==> config.mk <==
export PLATFORM = sky130hd
export DESIGN_NAME = video_frame_monitor
export DESIGN_NICKNAME = d
export VERILOG_FILES = /design/src/rtl/video_frame_monitor.sv
export SDC_FILE = /design/constraint.sdc
export NUM_CORES = 1
export LEC_CHECK = 0
export CAP_MARGIN = 10
export CORE_ASPECT_RATIO = 0.6
export CORE_MARGIN = 10
export CORE_UTILIZATION = 34
export DETAILED_ROUTE_END_ITERATION = 10
export SLEW_MARGIN = 30
export SYNTH_ARGS = -nofsm -noshare
export SYNTH_HDL_FRONTEND = slang
export SYNTH_SLANG_ARGS = --single-unit
==> constraint.sdc <==
create_clock -name clk -period 23.7 [get_ports clk]
set_input_delay 5.925 -clock clk [delete_from_list [all_inputs] [get_ports clk]]
set_output_delay 5.925 -clock clk [all_outputs]
set_load 0.005 [all_outputs]
==> src/rtl/video_frame_monitor.sv <==
// Passive monitor for a parallel video bus: measures active width/height per frame, counts
// frames, accumulates a pixel checksum and keeps sticky timing-error flags.
module video_frame_monitor #(
    parameter int DATA_WIDTH    = 8,
    parameter int PIXEL_PER_CLK = 1,
    parameter int XCNT_WIDTH    = 12,
    parameter int YCNT_WIDTH    = 12,
    parameter int FRCNT_WIDTH   = 16
) (
    input  logic                                  clk,
    input  logic                                  rst,
    input  logic [DATA_WIDTH*PIXEL_PER_CLK-1:0]   di_i,
    input  logic                                  de_i,
    input  logic                                  hs_i,
    input  logic                                  vs_i,
    input  logic                                  clr_i,
    output logic                                  fr_done_o,
    output logic [XCNT_WIDTH-1:0]                 fr_width_o,
    output logic [YCNT_WIDTH-1:0]                 fr_height_o,
    output logic [31:0]                           fr_sum_o,
    output logic [FRCNT_WIDTH-1:0]                frcnt_o,
    output logic [3:0]                            err_o
);
    localparam int DW = DATA_WIDTH * PIXEL_PER_CLK;
    localparam logic [XCNT_WIDTH:0] PPC_X = (XCNT_WIDTH+1)'(PIXEL_PER_CLK);

    typedef enum logic [1:0] {S_WAIT_VS = 2'd0, S_VBLANK = 2'd1, S_ACTIVE = 2'd2} state_t;

    state_t                  state_q, state_d;
    logic [DW-1:0]           r_di_q;
    logic                    r_de_q, r_hs_q, r_vs_q, r_clr_q, de_p_q, vs_p_q;
    logic [XCNT_WIDTH-1:0]   xcnt_q, xcnt_d, ref_q, ref_d;
    logic [YCNT_WIDTH-1:0]   ycnt_q, ycnt_d;
    logic [31:0]             sum_q, sum_d, lane_sum;
    logic [3:0]              err_set, err_q, err_d;
    logic                    pub_q, pub_d, have_prev_q, height_err;
    logic [XCNT_WIDTH-1:0]   pub_width_q, pub_width_d, fr_width_q;
    logic [YCNT_WIDTH-1:0]   pub_height_q, pub_height_d, fr_height_q;
    logic [31:0]             pub_sum_q, pub_sum_d, fr_sum_q;
    logic                    fr_done_q;
    logic [FRCNT_WIDTH-1:0]  frcnt_q, frcnt_d;
    logic [XCNT_WIDTH:0]     x_ext;
    logic [YCNT_WIDTH:0]     y_ext;
    logic [XCNT_WIDTH-1:0]   x_sat;
    logic [YCNT_WIDTH-1:0]   y_sat;
    logic                    vs_rise, vs_fall, de_fall, line_end;

    always_comb begin
        lane_sum = '0;
        for (int k = 0; k < PIXEL_PER_CLK; k++)
            lane_sum = lane_sum + 32'(r_di_q[k*DATA_WIDTH +: DATA_WIDTH]);
    end

    assign vs_rise  = r_vs_q & ~vs_p_q;
    assign vs_fall  = ~r_vs_q & vs_p_q;
    assign de_fall  = ~r_de_q & de_p_q;
    assign x_ext    = {1'b0, xcnt_q} + (r_de_q ? PPC_X : '0);
    assign x_sat    = x_ext[XCNT_WIDTH] ? '1 : x_ext[XCNT_WIDTH-1:0];
    assign y_ext    = {1'b0, ycnt_q} + {{YCNT_WIDTH{1'b0}}, 1'b1};
    assign y_sat    = y_ext[YCNT_WIDTH] ? '1 : y_ext[YCNT_WIDTH-1:0];
    // A vs rise while de is still high closes the partial line as an ordinary line end.
    assign line_end = (x_sat != '0) && (de_fall || (vs_rise && r_de_q));

    always_ff @(posedge clk or posedge rst) begin
        if (rst) state_q <= S_WAIT_VS;
        else     state_q <= state_d;
    end

    always_comb begin
        state_d = state_q;
        case (state_q)
            S_WAIT_VS: if (vs_rise) state_d = S_VBLANK;
            S_VBLANK:  if (vs_fall) state_d = S_ACTIVE;
            S_ACTIVE:  if (vs_rise) state_d = S_VBLANK;
            default:   state_d = S_WAIT_VS;
        endcase
    end

    always_comb begin
        xcnt_d       = xcnt_q;
        ycnt_d       = ycnt_q;
        ref_d        = ref_q;
        sum_d        = sum_q;
        err_set      = '0;
        pub_d        = 1'b0;
        pub_width_d  = pub_width_q;
        pub_height_d = pub_height_q;
        pub_sum_d    = pub_sum_q;
        if (state_q != S_WAIT_VS && r_de_q && r_hs_q) err_set[2] = 1'b1;
        case (state_q)
            S_VBLANK: begin
                if (vs_fall) begin
                    xcnt_d = '0;
                    ycnt_d = '0;
                    ref_d  = '0;
                    sum_d  = '0;
                end
            end
            S_ACTIVE: begin
                xcnt_d = x_sat;
                if (r_de_q) begin
                    sum_d = sum_q + lane_sum;
                    if (x_ext[XCNT_WIDTH]) err_set[3] = 1'b1;
                end
                if (line_end) begin
                    ycnt_d = y_sat;
                    if (y_ext[YCNT_WIDTH]) err_set[3] = 1'b1;
                    if (ycnt_q == '0)        ref_d = x_sat;
                    else if (x_sat != ref_q) err_set[0] = 1'b1;
                    xcnt_d = '0;
                end
                if (vs_rise) begin
                    pub_d        = 1'b1;
                    pub_width_d  = ref_d;
                    pub_height_d = ycnt_d;
                    pub_sum_d    = sum_d;
                end
            end
            default: ;
        endcase
    end

    assign height_err = pub_q && have_prev_q && (pub_height_q != fr_height_q);

    always_comb begin
        err_d   = err_q | err_set | {2'b00, height_err, 1'b0};
        frcnt_d = frcnt_q + (pub_q ? FRCNT_WIDTH'(1) : '0);
        if (r_clr_q) begin
            err_d   = '0;
            frcnt_d = '0;
        end
    end

    always_ff @(posedge clk or posedge rst) begin
        if (rst) begin
            r_di_q <= '0; r_de_q <= 1'b0; r_hs_q <= 1'b0; r_vs_q <= 1'b0; r_clr_q <= 1'b0;
            de_p_q <= 1'b0; vs_p_q <= 1'b0;
            xcnt_q <= '0; ycnt_q <= '0; ref_q <= '0; sum_q <= '0;
            pub_q <= 1'b0; pub_width_q <= '0; pub_height_q <= '0; pub_sum_q <= '0;
            fr_done_q <= 1'b0; fr_width_q <= '0; fr_height_q <= '0; fr_sum_q <= '0;
            frcnt_q <= '0; err_q <= '0; have_prev_q <= 1'b0;
        end else begin
            r_di_q <= di_i; r_de_q <= de_i; r_hs_q <= hs_i; r_vs_q <= vs_i; r_clr_q <= clr_i;
            de_p_q <= r_de_q; vs_p_q <= r_vs_q;
            xcnt_q <= xcnt_d; ycnt_q <= ycnt_d; ref_q <= ref_d; sum_q <= sum_d;
            pub_q <= pub_d; pub_width_q <= pub_width_d;
            pub_height_q <= pub_height_d; pub_sum_q <= pub_sum_d;
            fr_done_q <= pub_q;
            if (pub_q) begin
                fr_width_q  <= pub_width_q;
                fr_height_q <= pub_height_q;
                fr_sum_q    <= pub_sum_q;
                have_prev_q <= 1'b1;
            end
            frcnt_q <= frcnt_d;
            err_q   <= err_d;
        end
    end

    assign fr_done_o   = fr_done_q;
    assign fr_width_o  = fr_width_q;
    assign fr_height_o = fr_height_q;
    assign fr_sum_o    = fr_sum_q;
    assign frcnt_o     = frcnt_q;
    assign err_o       = err_q;
endmodule
==> results of run 1 <==
[layer usage]
metal / part of all wire / track usage / vias up
li1: - / - / 3851
met1: 0.54 / 0.215 / 3926
met2: 0.38 / 0.180 / 226
met3: 0.064 / 0.0309 / 31
met4: 0.015 / 0.0263 / 0
met5: 0 / 0 / -
[stage by stage]
| stage | hold slack (ns) | cells | power (W) |
|---|---|---|---|
| 2_1_floorplan | 0.391 | 1028 | 0.000553 |
| 5_1_grt | 0.488 | 1523 | 0.00102 |
| 3_3_place_gp | 0.455 | 1483 | 0.000614 |
| 4_1_cts | 0.471 | 1523 | 0.000979 |
| 3_5_place_dp | 0.457 | 1484 | 0.000618 |
| 6_report | 0.469 | 1523 | 0.000969 |
[cell type report]
type | count | area (um2)
Fill cell | 2962 | 18400
Sequential cell | 219 | 5480
Multi-Input combinational cell | 719 | 4860
Timing Repair Buffer | 100 | 1000
Clock buffer | 29 | 628
Tap cell | 416 | 520
Inverter | 30 | 120
Clock inverter | 10 | 106
[cells in the final DEF, fill, tap and decap left out, types with 5 or more instances in the layout]
master / Yosys / routed
sky130_fd_sc_hd__nand4_1: 21 / 21
sky130_fd_sc_hd__nand3_1: 30 / 30
sky130_fd_sc_hd__xor2_1: 32 / 32
sky130_fd_sc_hd__xnor2_1: 24 / 24
sky130_fd_sc_hd__ha_1: 14 / 14
sky130_fd_sc_hd__a311oi_1: 5 / 5
sky130_fd_sc_hd__a21o_1: 6 / 6
sky130_fd_sc_hd__o21ai_1: 12 / 12
sky130_fd_sc_hd__or3_1: 12 / 12
sky130_fd_sc_hd__a31oi_1: 14 / 14
sky130_fd_sc_hd__nor2b_1: 6 / 5
sky130_fd_sc_hd__o31ai_1: 16 / 16
sky130_fd_sc_hd__clkinv_2: 0 / 6
sky130_fd_sc_hd__a41oi_1: 7 / 7
sky130_fd_sc_hd__a22o_1: 8 / 8
sky130_fd_sc_hd__buf_4: 2 / 8
sky130_fd_sc_hd__nor3_1: 25 / 25
sky130_fd_sc_hd__mux2_2: 57 / 57
sky130_fd_sc_hd__nand2_1: 120 / 119
sky130_fd_sc_hd__a21oi_1: 39 / 39
sky130_fd_sc_hd__or4_1: 7 / 7
sky130_fd_sc_hd__dfrtp_1: 219 / 218
sky130_fd_sc_hd__nand2b_1: 10 / 10
sky130_fd_sc_hd__mux2i_1: 34 / 34
sky130_fd_sc_hd__o211ai_1: 9 / 9
sky130_fd_sc_hd__o21ai_0: 61 / 61
sky130_fd_sc_hd__clkdlybuf4s50_1: 0 / 90
sky130_fd_sc_hd__and3_1: 14 / 14
sky130_fd_sc_hd__inv_1: 29 / 28
sky130_fd_sc_hd__and2_1: 10 / 10
sky130_fd_sc_hd__clkbuf_16: 0 / 23
sky130_fd_sc_hd__nor4_1: 10 / 10
sky130_fd_sc_hd__and4_1: 11 / 11
sky130_fd_sc_hd__nor2_1: 46 / 45
[power by group through the flow]
stage                     Sequential (W)  Clock (W)  Combinational [W]
final                           0.000425   0.000356           0.000187
after global routing            0.000429   0.000381           0.000209
after CTS                       0.000426   0.000367           0.000187
after detailed placement        0.000432          0           0.000186
after global placement          0.000431          0           0.000182
after floorplan                 0.000426          0           0.000127
[registers in the layout, summed over array words and instances, names as in the netlist, 2 cells and up]
signal        flops
fr_sum_o         32
pub_sum_q        32
sum_q            32
frcnt_o          16
fr_height_o      12
fr_width_o       12
pub_height_q     12
pub_width_q      12
ref_q            12
xcnt_q           12
ycnt_q           12
r_di_q            8
err_o             4
state_q           2
[worst register-to-register path, stage by stage, from the launching register on]
cell and delay (ns):
sky130_fd_sc_hd__dfrtp_1 0.32, sky130_fd_sc_hd__buf_4 0.30, sky130_fd_sc_hd__ha_1 0.32, sky130_fd_sc_hd__ha_1 0.36, sky130_fd_sc_hd__and4_1 0.41, sky130_fd_sc_hd__nand2_1 0.18
sky130_fd_sc_hd__xnor2_1 0.19, sky130_fd_sc_hd__nor4b_4 0.43, sky130_fd_sc_hd__a21oi_2 0.11, sky130_fd_sc_hd__buf_4 0.27, sky130_fd_sc_hd__nand2b_1 0.55, sky130_fd_sc_hd__o21ai_0 0.32
[final timing paths]
| path | from | to | cells past startpoint |
|---|---|---|---|
| max | frcnt_o[3] | frcnt_o[3] | 1 |
| min | have_prev_q | have_prev_q | 1 |
| max reg2reg | r_de_q | xcnt_q[10] | 11 |
| min reg2reg | have_prev_q | have_prev_q | 1 |
| max in group asynchronous | rst | pub_width_q[7] | 3 |
| min in group asynchronous | rst | fr_sum_o[17] | 2 |
[kinds of logic after synthesis]
| logic type | after synthesis | synth area share |
|---|---|---|
| buffers and inverters | 90 | 0.0346 |
| adders and majority gates | 15 | 0.0183 |
| AOI/OAI and AO/OA | 222 | 0.137 |
| xor gates and xnor gates | 56 | 0.0459 |
| and+or+nand+nor | 335 | 0.159 |
| muxes | 91 | 0.0920 |
| DFF | 219 | 0.513 |
==> load_flow_metrics.sql, run 1 <==
INSERT INTO impl_metrics (metric_group, metric, value, unit) VALUES
('clocking', 'cts_resized', '0', ''),
('clocking', 'hold_buffers', '0', ''),
('clocking', 'clkSinkCount', '219', ''),
('yosys', 'synthesized_flop_and_latch_total', '219', ''),
('run_status', 'outcome', 'complete, no violations', ''),
('critical_path', 'end_kind', 'primary output', ''),
('yosys', 'ys_dominant_reg_cell', 'sky130_fd_sc_hd__dfrtp_1', ''),
('routing', 'wl', '27.1', 'mm'),
('die', 'chipWidth', '249', 'um'),
('job', 'timing.max_cap.violations', '0', ''),
('clocking', 'cts_tree', 'yes', ''),
('yosys', 'post_synth_instance_area', '0.0107', 'mm2'),
('clocking', 'clockBufferDepth', '3', ''),
('power_and_ir_drop', 'power.net_switching', '0.000282', 'W'),
('power_and_ir_drop', 'share_clk_of_total_power', '0.368', ''),
('timing', 'worst_slack', '16.26', 'ns'),
('yosys', 'synth-edff-count', '0', ''),
('power_and_ir_drop', 'p_int', '0.000687', 'W'),
('timing', 'worst_slew_pin_slew', '1.05', 'ns'),
('global_routing', 'grt.overflow.total', '0', ''),
('timing', 'timing_hold_violations_final', '0', ''),
('global_routing', 'grt_max_degree', '110', ''),
('routing', 'via_count', '8034', ''),
('die', 'dieArea', '0.0391', 'mm2'),
('global_routing', 'antenna_found_initial', '0', ''),
('layout', 'final_net_count', '1121', ''),
('clocking', 'clkLatencyLatePin', '0.51', 'ns'),
('yosys', 'syn-num-nets', '1057', ''),
('clocking', 'cts.clk_slew.worst_paths', '0.06', 'ns'),
('yosys', 'synth-warning-count', '0', ''),
('global_routing', 'grt_pass1_vias', '7664', ''),
('routing', 'dr.first_iter.drc_count', '583', ''),
('clocking', 'cts_htree_levels', '1', ''),
('critical_path', 'startpoint_type', 'flop', ''),
('critical_path', 'timing.critical_path.slowest_stage_cell', 'sky130_fd_sc_hd__clkdlybuf4s50_1', ''),
('yosys', 'netlist-cell-type-count', '71', ''),
('critical_path', 'crit_path_dat', '1.52', 'ns'),
('timing', 'clock_period_minus_worst_slack', '7.44', 'ns'),
('routing', 'routed_via_count_divided_by_cell_count', '5.28', ''),
('timing', 'setup_total_negative_slack', '0', 'ns'),
('power_and_ir_drop', 'swShare', '0.291', ''),
('routing', 'detail_route.drc_violations', '0', ''),
('layout', 'design_area', '0.0127', 'mm2'),
('yosys', 'synth_largest_area_cell', 'sky130_fd_sc_hd__dfrtp_1', ''),
('critical_path', 'worst-r2r-setup-slack', '19.85', 'ns'),
('clocking', 'cts_setup_buffers', '0', ''),
('placement', 'io_buffer_count', '90', ''),
('critical_path', 'critPathMaxFanout', '6', ''),
('placement', 'placer_s_final_routability_congestion_estimate', '0.868', ''),
('routing', 'detail-route-antenna-nets', '0', ''),
('layout', 'layout.core_utilization', '0.409', ''),
('yosys', 'synthCells', '1028', ''),
('timing', 'final.period_utilization', '0.314', ''),
('yosys', 'ys_top_cells_by_count', 'sky130_fd_sc_hd__dfrtp_1, sky130_fd_sc_hd__nand2_1, sky130_fd_sc_hd__o21ai_0', ''),
('timing', 'relSlewSlack', '0.297', ''),
('placement', 'placed_area', '0.0120', 'mm2'),
('min_path', 'timing.hold.worst.class', 'reg -> reg', ''),
('power_and_ir_drop', 'power.sequential.fraction', '0.439', ''),
('timing', 'maximum_clock_frequency', '0.134', 'GHz'),
('die', 'initial_core_util', '0.343', ''),
('layout', 'area_delta_synth_final', '19.1', '%'),
('global_routing', 'grt_usage', '0.136', ''),
('die', 'die_h', '157', 'um'),
('power_and_ir_drop', 'cellPowerDensity', '76.2', 'mW/mm2'),
('die', 'num_rows', '50', ''),
('routing', 'wl_per_cell', '17.8', 'um'),
('critical_path', 'wp_buf_inv', '1', ''),
('global_routing', 'grt_first_pass_wirelength', '44.1', 'mm'),
('die', 'boundary_pin_count', '91', ''),
('timing', 'grt_setup_unrepaired', 'false', ''),
('placement', 'dpl_worst_slack', '16.01', 'ns');
Power figures use the tool's default switching activity.
==> inputs of run 2 (changes only) <==
==> constraint.sdc (replaced) <==
create_clock -name clk -period 7.05 [get_ports clk]
set_input_delay 1.7625 -clock clk [delete_from_list [all_inputs] [get_ports clk]]
set_output_delay 1.7625 -clock clk [all_outputs]
set_load 0.005 [all_outputs]
==> load_flow_metrics.sql, run 2 (same netlist as run 1, synthesis figures left out) <==
INSERT INTO impl_metrics (metric_group, metric, value, unit) VALUES
('layout', 'layout.core_utilization', '0.409', ''),
('clocking', 'cts_root_buf', 'sky130_fd_sc_hd__clkbuf_16', ''),
('placement', 'dpl.hpwl', '18.9', 'mm'),
('routing', 'detail_route.first_pass.iterations', '5', ''),
('critical_path', 'cpPeakStageDelay', '0.95', 'ns'),
('global_routing', 'antenna_found_initial', '0', ''),
('layout', 'layout_commonest_cell', 'sky130_fd_sc_hd__dfrtp_1', ''),
('global_routing', 'grt_pass1_vias', '7726', ''),
('timing', 'worst_slew_pin_slew', '0.924', 'ns'),
('placement', 'io_buffer_count', '90', ''),
('routing', 'wl', '27.4', 'mm'),
('routing', 'wl_per_cell', '18.0', 'um'),
('placement', 'placer_s_final_routability_congestion_estimate', '0.875', ''),
('critical_path', 'wp_buf_inv', '1', ''),
('critical_path', 'critPathMaxFanout', '23', ''),
('routing', 'detail_route.drc_violations', '0', ''),
('power_and_ir_drop', 'ir_worst_vdd', '0.146', 'mV'),
('global_routing', 'grt_usage', '0.138', ''),
('clocking', 'cts_resized', '0', ''),
('die', 'num_rows', '50', ''),
('timing', 'finClkSkew', '0.00760', 'ns'),
('min_path', 'timing.hold.worst.class', 'reg -> reg', ''),
('clocking', 'cts_htree_levels', '1', ''),
('layout', 'drive_gt1_frac', '0.110', ''),
('routing', 'detail-route-antenna-nets', '0', ''),
('clocking', 'clockBufferDepth', '3', ''),
('die', 'initial_core_util', '0.343', ''),
('critical_path', 'timing.critical_path.cells', 'ha_1, ha_1, and4_1, a211oi_1, a31oi_1, nor4b_4, a21oi_2, buf_4, nand2b_1, o22ai_1', ''),
('power_and_ir_drop', 'power_leakage', '5.54', 'nW'),
('critical_path', 'startpoint_type', 'flop', ''),
('global_routing', 'grt.overflow.total', '0', ''),
('timing', 'maximum_clock_frequency', '0.227', 'GHz'),
('critical_path', 'end_kind', 'flop', ''),
('layout', 'design_area', '0.0127', 'mm2'),
('clocking', 'cts.clk_slew.worst_paths', '0.07', 'ns'),
('critical_path', 'crit_path_dat', '4.77', 'ns'),
('routing', 'dr.first_iter.drc_count', '660', ''),
('critical_path', 'timing.critical_path.slowest_stage_cell', 'sky130_fd_sc_hd__dfrtp_1', ''),
('timing', 'setup_total_negative_slack', '0', 'ns'),
('timing', 'clock_period_minus_worst_slack', '4.41', 'ns'),
('clocking', 'cts_setup_buffers', '0', ''),
('timing', 'timing_hold_violations_final', '0', ''),
('critical_path', 'worstSetupPathType', 'reg -> reg', ''),
('timing', 'final.period_utilization', '0.625', ''),
('clocking', 'cts_tree', 'yes', ''),
('run_status', 'outcome', 'complete, no violations', ''),
('routing', 'routed_via_count_divided_by_cell_count', '5.31', ''),
('timing', 'timing_max_transition_violations_final', '0', ''),
('die', 'dieArea', '0.0391', 'mm2'),
('clocking', 'hold_buffers', '0', ''),
('clocking', 'number_of_buffers_created_by_cts', '22', ''),
('routing', 'via_count', '8097', ''),
('global_routing', 'grt_max_degree', '134', ''),
('die', 'boundary_pin_count', '91', ''),
('die', 'chipWidth', '249', 'um'),
('job', 'timing.max_cap.violations', '0', ''),
('clocking', 'clkLatencyLatePin', '0.52', 'ns'),
('power_and_ir_drop', 'cellPowerDensity', '255', 'mW/mm2'),
('layout', 'antenna_cells', '0', ''),
('global_routing', 'grt_first_pass_wirelength', '44.4', 'mm'),
('critical_path', 'cpLargestDelayFamily', 'compound AO/OA/AOI/OAI gates', ''),
('timing', 'relSlewSlack', '0.384', ''),
('layout', 'layout_common_cells', 'sky130_fd_sc_hd__dfrtp_1, sky130_fd_sc_hd__nand2_1, sky130_fd_sc_hd__clkdlybuf4s50_1, sky130_fd_sc_hd__o21ai_0, sky130_fd_sc_hd__mux2_2', ''),
('critical_path', 'critPathRequiredTime', '7.41', 'ns'),
('timing', 'grt_setup_unrepaired', 'false', ''),
('critical_path', 'critPathMostFrequentCell', 'sky130_fd_sc_hd__ha_1', ''),
('clocking', 'clkSinkCount', '219', ''),
('layout', 'fillerInstances', '2964', ''),
('die', 'die_h', '157', 'um'),
('die', 'core_region_area', '0.0311', 'mm2'),
('timing', 'setup_viol', '0', ''),
('placement', 'placed_area', '0.0120', 'mm2'),
('layout', 'area_delta_synth_final', '19.1', '%'),
('layout', 'final_net_count', '1123', '');
==> run 2: final cells by class <==
type | count | area (um2) | share of cell area
repair buffers | 102 | 1020 | 0.0805
inverters | 30 | 116 | 0.00915
clock buffers | 33 | 653 | 0.0514
clock inverters | 7 | 62.6 | 0.00492
well taps | 416 | 520 | 0.0409
multi-input cells | 719 | 4860 | 0.382
flip-flops and latches | 219 | 5480 | 0.431
==> run 2: where the power goes <==
group          total, W  internal [W]  switching [W]
Sequential      0.00144       0.00135      0.0000830
Combinational  0.000630      0.000257       0.000373
Clock           0.00118      0.000678       0.000502
Total           0.00325       0.00229       0.000958
==> run 2: worst paths after layout <==
kind                              from     endpoint  slack, ns  cells past startpoint
max in group asynchronous          rst    xcnt_q[4]       4.36                      3
hold / removal             have_prev_q  have_prev_q       0.47                      1
setup reg to reg                r_de_q    xcnt_q[4]       2.64                     10
setup / recovery                r_de_q    xcnt_q[4]       2.64                     10
min in group asynchronous          rst  frcnt_o[13]       1.61                      2
hold reg to reg            have_prev_q  have_prev_q       0.47                      1
==> run 2: layer usage <==
metal,vias to the layer above,GRT usage,share of wire
met5,-,0,0
met4,0,0.0217,0.012
met3,24,0.0305,0.057
met2,192,0.195,0.41
met1,4034,0.210,0.52
li1,3847,-,-
==> run 2: through the flow <==
step	worst slack (ns)	power (W)	hold WS, ns	std cells
4_1_cts	2.68	0.00329	0.465	1525
6_report	2.64	0.00325	0.468	1526
2_1_floorplan	2.43	0.00186	0.391	1028
5_1_grt	2.34	0.00342	0.490	1526
3_3_place_gp	2.87	0.00207	0.444	1485
3_5_place_dp	2.68	0.00209	0.450	1485
